File: config.mk
export PLATFORM = sky130hd
export DESIGN_NAME = muldiv_unit
export DESIGN_NICKNAME = d
export VERILOG_FILES = /design/src/rtl/muldiv_unit.sv
export SDC_FILE = /design/constraint.sdc
export NUM_CORES = 1
export LEC_CHECK = 0
export ABC_AREA = 1
export CAP_MARGIN = 0
export CORE_ASPECT_RATIO = 1.25
export CORE_UTILIZATION = 35
export CTS_CLUSTER_DIAMETER = 100
export DETAILED_ROUTE_END_ITERATION = 16
export GPL_TIMING_DRIVEN = 0
export PLACE_DENSITY_LB_ADDON = 0.2
export RECOVER_POWER = 25
export SLEW_MARGIN = 10
export SYNTH_ARGS = -nofsm -noshare
export SYNTH_HDL_FRONTEND = slang
export SYNTH_SLANG_ARGS = --single-unit
File: constraint.sdc
create_clock -name CLK -period 3.6 [get_ports CLK]
set_input_delay 0.9 -clock CLK [delete_from_list [all_inputs] [get_ports CLK]]
set_output_delay 0.9 -clock CLK [all_outputs]
set_load 0.005 [all_outputs]
File: src/rtl/muldiv_unit.sv
// Iterative RV32M multiply/divide unit: one shift-add or restoring shift-subtract
// step per clock, with start/busy/done handshake and a register-file write port.
module muldiv_unit #(
  parameter int XLEN = 32
) (
  input  logic            CLK,
  input  logic            rstControl,
  input  logic            start,
  input  logic [2:0]      op,
  input  logic [4:0]      rdIn,
  input  logic [XLEN-1:0] A,
  input  logic [XLEN-1:0] B,
  input  logic            flush,
  output logic            busy,
  output logic            done,
  output logic            WE,
  output logic [4:0]      rd,
  output logic [XLEN-1:0] writeBack
);

  localparam int CW = $clog2(XLEN);
  localparam logic [XLEN-1:0] ZERO_W   = {XLEN{1'b0}};
  localparam logic [XLEN-1:0] ONES_W   = {XLEN{1'b1}};
  localparam logic [XLEN-1:0] MOST_NEG = {1'b1, {(XLEN-1){1'b0}}};

  typedef enum logic [1:0] {
    S_IDLE = 2'd0,
    S_CALC = 2'd1,
    S_FIX  = 2'd2,
    S_DONE = 2'd3
  } state_t;

  state_t          state_r;
  logic [CW-1:0]   count_r;
  logic [2:0]      op_r;
  logic [4:0]      rd_r;
  logic            neg_r;
  logic            spec_r;
  logic [XLEN-1:0] spec_val_r;
  logic [XLEN-1:0] opnd_r;
  logic [XLEN-1:0] hi_r;
  logic [XLEN-1:0] lo_r;

  logic            signed_a_s;
  logic            signed_b_s;
  logic            sa_s;
  logic            sb_s;
  logic            neg_s;
  logic [XLEN-1:0] ma_s;
  logic [XLEN-1:0] mb_s;
  logic            b_zero_s;
  logic            ovf_s;
  logic            special_s;
  logic [XLEN-1:0] spec_val_s;

  logic [XLEN:0]     mul_sum_s;
  logic [XLEN:0]     div_sh_s;
  logic [XLEN:0]     div_diff_s;
  logic [2*XLEN-1:0] prod_s;
  logic [XLEN-1:0]   quo_s;
  logic [XLEN-1:0]   rem_s;
  logic [XLEN-1:0]   result_s;

  // Operand decode at the start edge: magnitudes, result sign and special cases.
  always_comb begin
    signed_a_s = 1'b0;
    signed_b_s = 1'b0;
    case (op)
      3'd0, 3'd1, 3'd4, 3'd6: begin
        signed_a_s = 1'b1;
        signed_b_s = 1'b1;
      end
      3'd2: begin
        signed_a_s = 1'b1;
        signed_b_s = 1'b0;
      end
      default: begin
        signed_a_s = 1'b0;
        signed_b_s = 1'b0;
      end
    endcase
    sa_s = signed_a_s & A[XLEN-1];
    sb_s = signed_b_s & B[XLEN-1];
    ma_s = sa_s ? (ZERO_W - A) : A;
    mb_s = sb_s ? (ZERO_W - B) : B;
    case (op)
      3'd0, 3'd1, 3'd4: neg_s = sa_s ^ sb_s;
      3'd2, 3'd6:       neg_s = sa_s;
      default:          neg_s = 1'b0;
    endcase
    b_zero_s  = (B == ZERO_W);
    ovf_s     = ((op == 3'd4) || (op == 3'd6)) && (A == MOST_NEG) && (B == ONES_W);
    special_s = op[2] & (b_zero_s | ovf_s);
    // op[1] separates remainder ops (REM/REMU) from quotient ops (DIV/DIVU)
    if (b_zero_s) begin
      spec_val_s = op[1] ? A : ONES_W;
    end else if (ovf_s) begin
      spec_val_s = op[1] ? ZERO_W : A;
    end else begin
      spec_val_s = ZERO_W;
    end
  end

  // Datapath for one iteration and the final sign fix / result select.
  always_comb begin
    mul_sum_s  = {1'b0, hi_r} + (lo_r[0] ? {1'b0, opnd_r} : {(XLEN+1){1'b0}});
    div_sh_s   = {hi_r, lo_r[XLEN-1]};
    div_diff_s = div_sh_s - {1'b0, opnd_r};
    prod_s     = neg_r ? ({(2*XLEN){1'b0}} - {hi_r, lo_r}) : {hi_r, lo_r};
    quo_s      = neg_r ? (ZERO_W - lo_r) : lo_r;
    rem_s      = neg_r ? (ZERO_W - hi_r) : hi_r;
    case (op_r)
      3'd0:             result_s = prod_s[XLEN-1:0];
      3'd1, 3'd2, 3'd3: result_s = prod_s[2*XLEN-1:XLEN];
      3'd4, 3'd5:       result_s = quo_s;
      3'd6, 3'd7:       result_s = rem_s;
      default:          result_s = ZERO_W;
    endcase
    if (spec_r) begin
      result_s = spec_val_r;
    end else begin
      result_s = result_s;
    end
  end

  // Control FSM, iteration registers and registered write-port outputs.
  always_ff @(posedge CLK or negedge rstControl) begin
    if (!rstControl) begin
      state_r    <= S_IDLE;
      count_r    <= {CW{1'b0}};
      op_r       <= 3'd0;
      rd_r       <= 5'd0;
      neg_r      <= 1'b0;
      spec_r     <= 1'b0;
      spec_val_r <= ZERO_W;
      opnd_r     <= ZERO_W;
      hi_r       <= ZERO_W;
      lo_r       <= ZERO_W;
      busy       <= 1'b0;
      done       <= 1'b0;
      WE         <= 1'b0;
      rd         <= 5'd0;
      writeBack  <= ZERO_W;
    end else begin
      done <= 1'b0;
      WE   <= 1'b0;
      case (state_r)
        S_IDLE: begin
          if (start && !flush) begin
            op_r       <= op;
            rd_r       <= rdIn;
            neg_r      <= neg_s;
            spec_r     <= special_s;
            spec_val_r <= spec_val_s;
            count_r    <= {CW{1'b0}};
            hi_r       <= ZERO_W;
            // Divide shifts the dividend out of lo; multiply shifts the multiplier out.
            opnd_r     <= op[2] ? mb_s : ma_s;
            lo_r       <= op[2] ? ma_s : mb_s;
            busy       <= 1'b1;
            state_r    <= special_s ? S_FIX : S_CALC;
          end else begin
            busy    <= 1'b0;
            state_r <= S_IDLE;
          end
        end
        S_CALC: begin
          if (flush) begin
            busy    <= 1'b0;
            state_r <= S_IDLE;
          end else begin
            if (op_r[2]) begin
              if (!div_diff_s[XLEN]) begin
                hi_r <= div_diff_s[XLEN-1:0];
                lo_r <= {lo_r[XLEN-2:0], 1'b1};
              end else begin
                hi_r <= div_sh_s[XLEN-1:0];
                lo_r <= {lo_r[XLEN-2:0], 1'b0};
              end
            end else begin
              {hi_r, lo_r} <= {mul_sum_s, lo_r[XLEN-1:1]};
            end
            count_r <= count_r + CW'(1);
            if (count_r == CW'(XLEN-1)) begin
              state_r <= S_FIX;
            end else begin
              state_r <= S_CALC;
            end
          end
        end
        S_FIX: begin
          if (flush) begin
            busy    <= 1'b0;
            state_r <= S_IDLE;
          end else begin
            writeBack <= result_s;
            rd        <= rd_r;
            done      <= 1'b1;
            WE        <= (rd_r != 5'd0);
            state_r   <= S_DONE;
          end
        end
        S_DONE: begin
          busy    <= 1'b0;
          state_r <= S_IDLE;
        end
        default: begin
          busy    <= 1'b0;
          state_r <= S_IDLE;
        end
      endcase
    end
  end

endmodule

==> results of run 1 <==
-- report_power, final --
| group | internal (mW) | leakage, nW | switching, mW |
|---|---|---|---|
| sequential | 2.30 | 2.41 | 0.537 |
| combinational | 1.59 | 9.03 | 3.72 |
| clock | 0.938 | 0.284 | 1.03 |
| total | 4.83 | 11.7 | 5.29 |
-- cell type report --
cell class	count	area, um2	area share, %
multi-input cells	2602	12600	56.5
inverters	483	1810	8.15
repair buffers	117	1200	5.39
flip-flops and latches	185	4630	20.8
clock buffers	17	425	1.91
plain buffers	114	519	2.33
clock inverters	14	170	0.764
well taps	735	920	4.13
-- per-stage QoR --
step	power [mW]	setup WS, ns	hold WS (ns)	util, %
finish	10.1	0.363	0.488	40.5
global route	10.7	0.112	0.500	40.5
CTS	9.97	0.154	0.289	40.5
detailed placement	7.99	0.0864	0.464	39.4
floorplan	5.98	1.08	0.450	-
global placement	7.99	-6.92	0.467	39.3
-- metal layers --
layer	vias up	wire, um
met1	10649	36400
met4	0	7500
met3	253	5890
met2	1021	43300
li1	11109	-
met5	-	0
-- worst paths after layout --
path / from / endpoint / cells after the start
worst max-delay path: lo_r[0]$_DFFE_PN0P_ / hi_r[21]$_DFFE_PN0P_ / 18
worst min-delay path: writeBack[30]$_DFFE_PN0P_ / writeBack[30]$_DFFE_PN0P_ / 2
worst max register to register: lo_r[0]$_DFFE_PN0P_ / hi_r[21]$_DFFE_PN0P_ / 18
min in group asynchronous: rstControl / writeBack[30]$_DFFE_PN0P_ / 1
worst min register to register: writeBack[30]$_DFFE_PN0P_ / writeBack[30]$_DFFE_PN0P_ / 2
max in group asynchronous: rstControl / rd_r[1]$_DFFE_PN0P_ / 3
-- timing repair --
action / in CTS / in global routing
setup endpoints to repair: 0 / 3
setup buffers: 0 / 0
hold buffers: 0 / 0
gates resized for setup: 0 / 0
endpoints found under the hold margin: 0 / 0
-- sequential cells by signal, indices dropped and copies added, names as in the netlist --
signal	cells
done	1
neg_r	1
lo_r	32
rd_r	5
spec_val_r	32
op_r	3
hi_r	32
state_r	2
WE	1
spec_r	1
writeBack	32
busy	1
count_r	5
rd	5
opnd_r	32
-- cell families after synthesis --
family,share of synthesized area (%)
multiplexers,0.0512
AND/OR/NAND/NOR,40.3
adder cells (fa/ha/maj),5.00
buffers and inverters,12.0
flip-flops,23.7
XOR/XNOR,3.05
AO/OA/AOI/OAI,15.9
-- worst max-delay path, cell delays in order, from the launching register on --
cell and delay (ns):
dfrtp_1 0.32, buf_2 0.31, nand2_1 0.09, inv_1 0.06
ha_1 0.25, inv_1 0.08, fa_1 0.50, o21ai_2 0.40
nand2_1 0.09, nand2_1 0.17, nand2_1 0.07, nand2_1 0.19
nand2_1 0.10, nand3_1 0.08, nand3_1 0.15, nand2_1 0.13
inv_1 0.05, nand2_1 0.05, nand2_1 0.04
-- placed cells by master, fill, tap and decap left out, types with 14 or more instances in the layout --
cell type and instances:
a21oi_1 188, a22oi_1 17, a31oi_1 14, buf_1 18
buf_2 25, clkbuf_1 63, clkbuf_16 17, clkdlybuf4s50_1 114
dfrtp_1 185, ha_1 75, inv_1 469, nand2_1 1130
nand2_2 16, nand3_1 269, nand3b_1 14, nand4_1 44
nor2_1 357, nor3_1 34, o211ai_1 57, o21ai_0 219
o21ai_1 17, xnor2_1 22, xor2_1 46
==> impl_metrics.toml, run 1 <==
[place]
placed_area_um2 = 21700
place_hpwl_um = 76400
dp_cells = 4237
port_buffers = 115
gp_congestion = 1.01

[route]
wl_um = 93100
num_vias = 23032
wl_per_cell_um = 21.8
dr.pass1.iters = 5
ant_nets = 0
drc_errors = 0
viasPerCell = 5.40
drt_iter0_drc = 2031

[setup_path]
crit_path_start_kind = "flop"
critPathMaxFanout = 16
path_class = "flop to flop"
critPathArrivalTime_ns = 3.61
r2r_slack_ns = 0.36
worstPathRequired_ns = 3.98
cp-end-kind = "flop"

[yosys]
ys_types = 58
syn_area_um2 = 19600
synth_top_area_share_pct = 23.7
synth_largest_area_cell = "dfrtp_1"
yosys_warnings = 0
synth_area_leaders = "dfrtp_1 (24%), nand2_1 (22%), inv_1 (9.0%)"
synth_edf_count = 0
avgSynthCellArea_um2 = 5.78
yosysMostFrequentCell = "nand2_1"
ys.flop_type = "dfrtp_1"
synth_commonest_cells = "nand2_1 (1,130), inv_1 (469), nor2_1 (357), nand3_1 (269), o21ai_0 (219)"
synth_seq_cells = 185
postSynthCellCount = 3385
seq_area_frac_synth_pct = 23.7
syn_nets = 3538
async_flop_share_pct = 100

[clock_network]
cts.sinks = 185
htree_num_levels = 4
clk_pin_slew_ns = 0.08
cts-root-buf = "clkbuf_16"
cts_buffer_depth = 2
tritoncts = "done"
worstSkewPairLatency_ns = 0.48
tritoncts.num_buffers = 17

[cells_and_area]
final_area_um2 = 22300
drive_above_1_share_pct = 3.79
antenna_cells = 0
area_delta_synth_final_pct = 13.9
nNetsFinal = 3673
post_layout_nonfiller_instances = 4267
num-fill-cells = 6265

[floorplanning]
io_pins = 116
chipHeight_um = 266
fp.dieW_um = 213
rows = 96
dieArea_um2 = 56800
start_util_pct = 35.5
coreArea_um2 = 55000

[grt]
grt_pass1_wl_um = 137000
use_met1_pct = 39.4
grt_pass1_vias = 21890
use_met2_pct = 54.9
use_met3_pct = 3.78
grt_max_degree = 83
antenna_found_initial = 0
track_usage_pct = 33.0
grt-ovfl-total = 0
busiest_layer = "met2"

[sta]
fin_crit_sh_pct = 89.9
maxSlewViolCount = 32
skew_ns = 0.0148
relSlewSlack_pct = -43.7
tightest_slew_ns = 2.16
fin_setup_tns_ns = 0
rsz0062_at_grt = "false"
hold_violations = 0
min_period_ns = 3.24
setup_violations = 0
fmax_mhz = 309

[pwr]
peakVddDrop_v = 0.000433
leakage_nw = 11.7
p_per_area_nw_per_um2 = 454

[status]
status = "finished, violations left"
violations = "max-capacitance violations, max-slew violations"

[worst_hold_path]
holdCritPathClass = "flop to flop"

[job]
cap_violations = 1
Note: power is estimated with default switching activity, not from simulation.
==> run 2, diff against run 1 <==
Settings changed: CTS_CLUSTER_DIAMETER 100 to 120, CTS_CLUSTER_SIZE set to 8.
==> results of run 2 <==
The final DEF is identical to that of run 1; final timing and power are the same.
==> run 3, diff against run 2 <==
Clock period 3.6 ns to 3.4 ns, I/O delays scaled along.
==> run 3 against run 2 <==
- the flow still finishes with violations (max-capacitance violations, max-slew violations)
- total power up 6.0%
- clock skew up 0.00058 ns
- register-to-register slack worse by 0.11 ns
- final cell count unchanged
- global-route usage about the same
- critical path depth down 1
- routed wire length about the same
- critical path type unchanged
- critical endpoint is now hi_r[15]$_DFFE_PN0P_
==> impl_metrics.toml, run 3 (synthesis gave the netlist of run 1 again) <==
[status]
status = "finished, violations left"
violations = "max-capacitance violations, max-slew violations"

[floorplanning]
coreArea_um2 = 55000
dieArea_um2 = 56800
fp.dieW_um = 213
io_pins = 116
chipHeight_um = 266
rows = 96
start_util_pct = 35.5

[route]
wl_per_cell_um = 21.8
ant_nets = 0
num_vias = 22965
wl_um = 93100
dr.pass1.iters = 6
drc_errors = 0
drt_iter0_drc = 2089
viasPerCell = 5.38

[cells_and_area]
antenna_cells = 0
final_common_cell = "nand2_1"
nNetsFinal = 3673
final_cell_mix = "nand2_1 (1,130), inv_1 (469), nor2_1 (357)"
drive_above_1_share_pct = 3.82
area_delta_synth_final_pct = 13.9

[pwr]
p_per_area_nw_per_um2 = 481
internal_power_mw = 5.12
peakVddDrop_v = 0.000455
pwr-share-comb_pct = 52.5
power.clock.fraction_pct = 19.5
switchingPower_mw = 5.61
leakage_nw = 11.7
p_sw_share_pct = 52.3
p_seq_share_pct = 28.0

[setup_path]
critPathMaxFanout = 10
crit_path_start_kind = "flop"
critPathArrivalTime_ns = 3.52
path_class = "flop to flop"
worstPathRequired_ns = 3.77
cp-end-kind = "flop"

[clock_network]
cts-root-buf = "clkbuf_16"
clk_pin_slew_ns = 0.08
tritoncts = "done"
cts_buffer_depth = 2
worstSkewPairLatency_ns = 0.47
cts.sinks = 185
postCtsSetupRepairBufs = 0
tritoncts.num_buffers = 17
htree_num_levels = 4
cts_hold_buf = 0

[grt]
grt_max_degree = 83
grt_pass1_wl_um = 137000
grt_pass1_vias = 21881
grt-ovfl-total = 0
antenna_found_initial = 0
track_usage_pct = 33.0

[sta]
fin_crit_sh_pct = 92.7
fmax_mhz = 317
skew_ns = 0.0154
fin_setup_tns_ns = 0
tightest_slew_ns = 2.12
min_period_ns = 3.15
maxSlewViolCount = 32
setup_violations = 0
hold_violations = 0
relSlewSlack_pct = -41.1
rsz0062_at_grt = "false"
whs_ns = 0.489

[place]
port_buffers = 115
gp_congestion = 1.01
place_hpwl_um = 76400

[worst_hold_path]
holdCritPathClass = "flop to flop"

[job]
cap_violations = 1
==> run 3: cell count changes in the layout (fill, tap and decap cells not counted) <==
cell	previous run	this run
clkbuf_2	0	1
o21ai_2	3	2
clkbuf_1	63	62
o21ai_4	1	2
==> run 3: worst paths after layout <==
check,from,endpoint,slack (ns),cells past startpoint
max,hi_r[0]$_DFFE_PN0P_,hi_r[15]$_DFFE_PN0P_,0.25,17
min,writeBack[30]$_DFFE_PN0P_,writeBack[30]$_DFFE_PN0P_,0.49,2
max reg2reg,hi_r[0]$_DFFE_PN0P_,hi_r[15]$_DFFE_PN0P_,0.25,17
min reg2reg,writeBack[30]$_DFFE_PN0P_,writeBack[30]$_DFFE_PN0P_,0.49,2
max in group asynchronous,rstControl,spec_val_r[7]$_DFFE_PN0P_,0.74,3
min in group asynchronous,rstControl,writeBack[30]$_DFFE_PN0P_,0.99,1
==> run 3: per-stage QoR <==
| step | worst slack (ns) | power, mW | instances | area (um2) | utilization (%) |
|---|---|---|---|---|---|
| 5_1_grt | 0.0113 | 11.3 | 4267 | 22300 | 40.5 |
| 4_1_cts | 0.240 | 10.5 | 4267 | 22300 | 40.5 |
| 6_report | 0.249 | 10.7 | 4267 | 22300 | 40.5 |
| 3_5_place_dp | -0.0636 | 8.46 | 4237 | 21700 | 39.4 |
| 3_3_place_gp | -7.07 | 8.46 | 4235 | 21600 | 39.3 |
| 2_1_floorplan | 0.879 | 6.34 | 3385 | 19600 | - |
==> run 3: layer usage <==
| layer | global-route usage [%] | share of wire, % |
|---|---|---|
| met5 | 0 | 0 |
| met4 | 23.1 | 8.2 |
| met3 | 3.72 | 6.2 |
| met2 | 54.9 | 46 |
| met1 | 39.4 | 39 |
==> run 3: power groups by stage <==
| stage | combinational [mW] | clock, mW | sequential, mW |
|---|---|---|---|
| after floorplan | 3.64 | 0 | 2.70 |
| after global placement | 5.44 | 0 | 3.02 |
| after detailed placement | 5.45 | 0 | 3.01 |
| after CTS | 5.48 | 2.10 | 2.97 |
| after global routing | 6.15 | 2.17 | 2.99 |
| final | 5.63 | 2.09 | 3.00 |
==> run 3: critical path: stages, from the launching register on <==
cell and delay (ns):
dfrtp_1 0.62, inv_1 0.29, fa_1 0.49, inv_1 0.13
nand2_1 0.07, nand3_1 0.07, nand3_1 0.09, nand2_2 0.11
nand2_1 0.08, nand2_2 0.10, nand2_2 0.14, nand3_1 0.17
nand2_4 0.09, buf_6 0.15, nand2_1 0.06, nand3_1 0.19
nand2_1 0.14, nand2_1 0.05
==> run 3: cell type report <==
cell class / instances / area, um2
Fill cell: 6261 / 32700
Multi-Input combinational cell: 2602 / 12600
Sequential cell: 185 / 4630
Inverter: 483 / 1810
Timing Repair Buffer: 117 / 1200
Tap cell: 735 / 920
Buffer: 114 / 520
Clock buffer: 17 / 425
Clock inverter: 14 / 170
==> run 3: repair_timing <==
item	CTS	global route
hold endpoints to repair	0	0
resized for setup	0	3
endpoints found under the setup margin	3	3
cloned	0	0
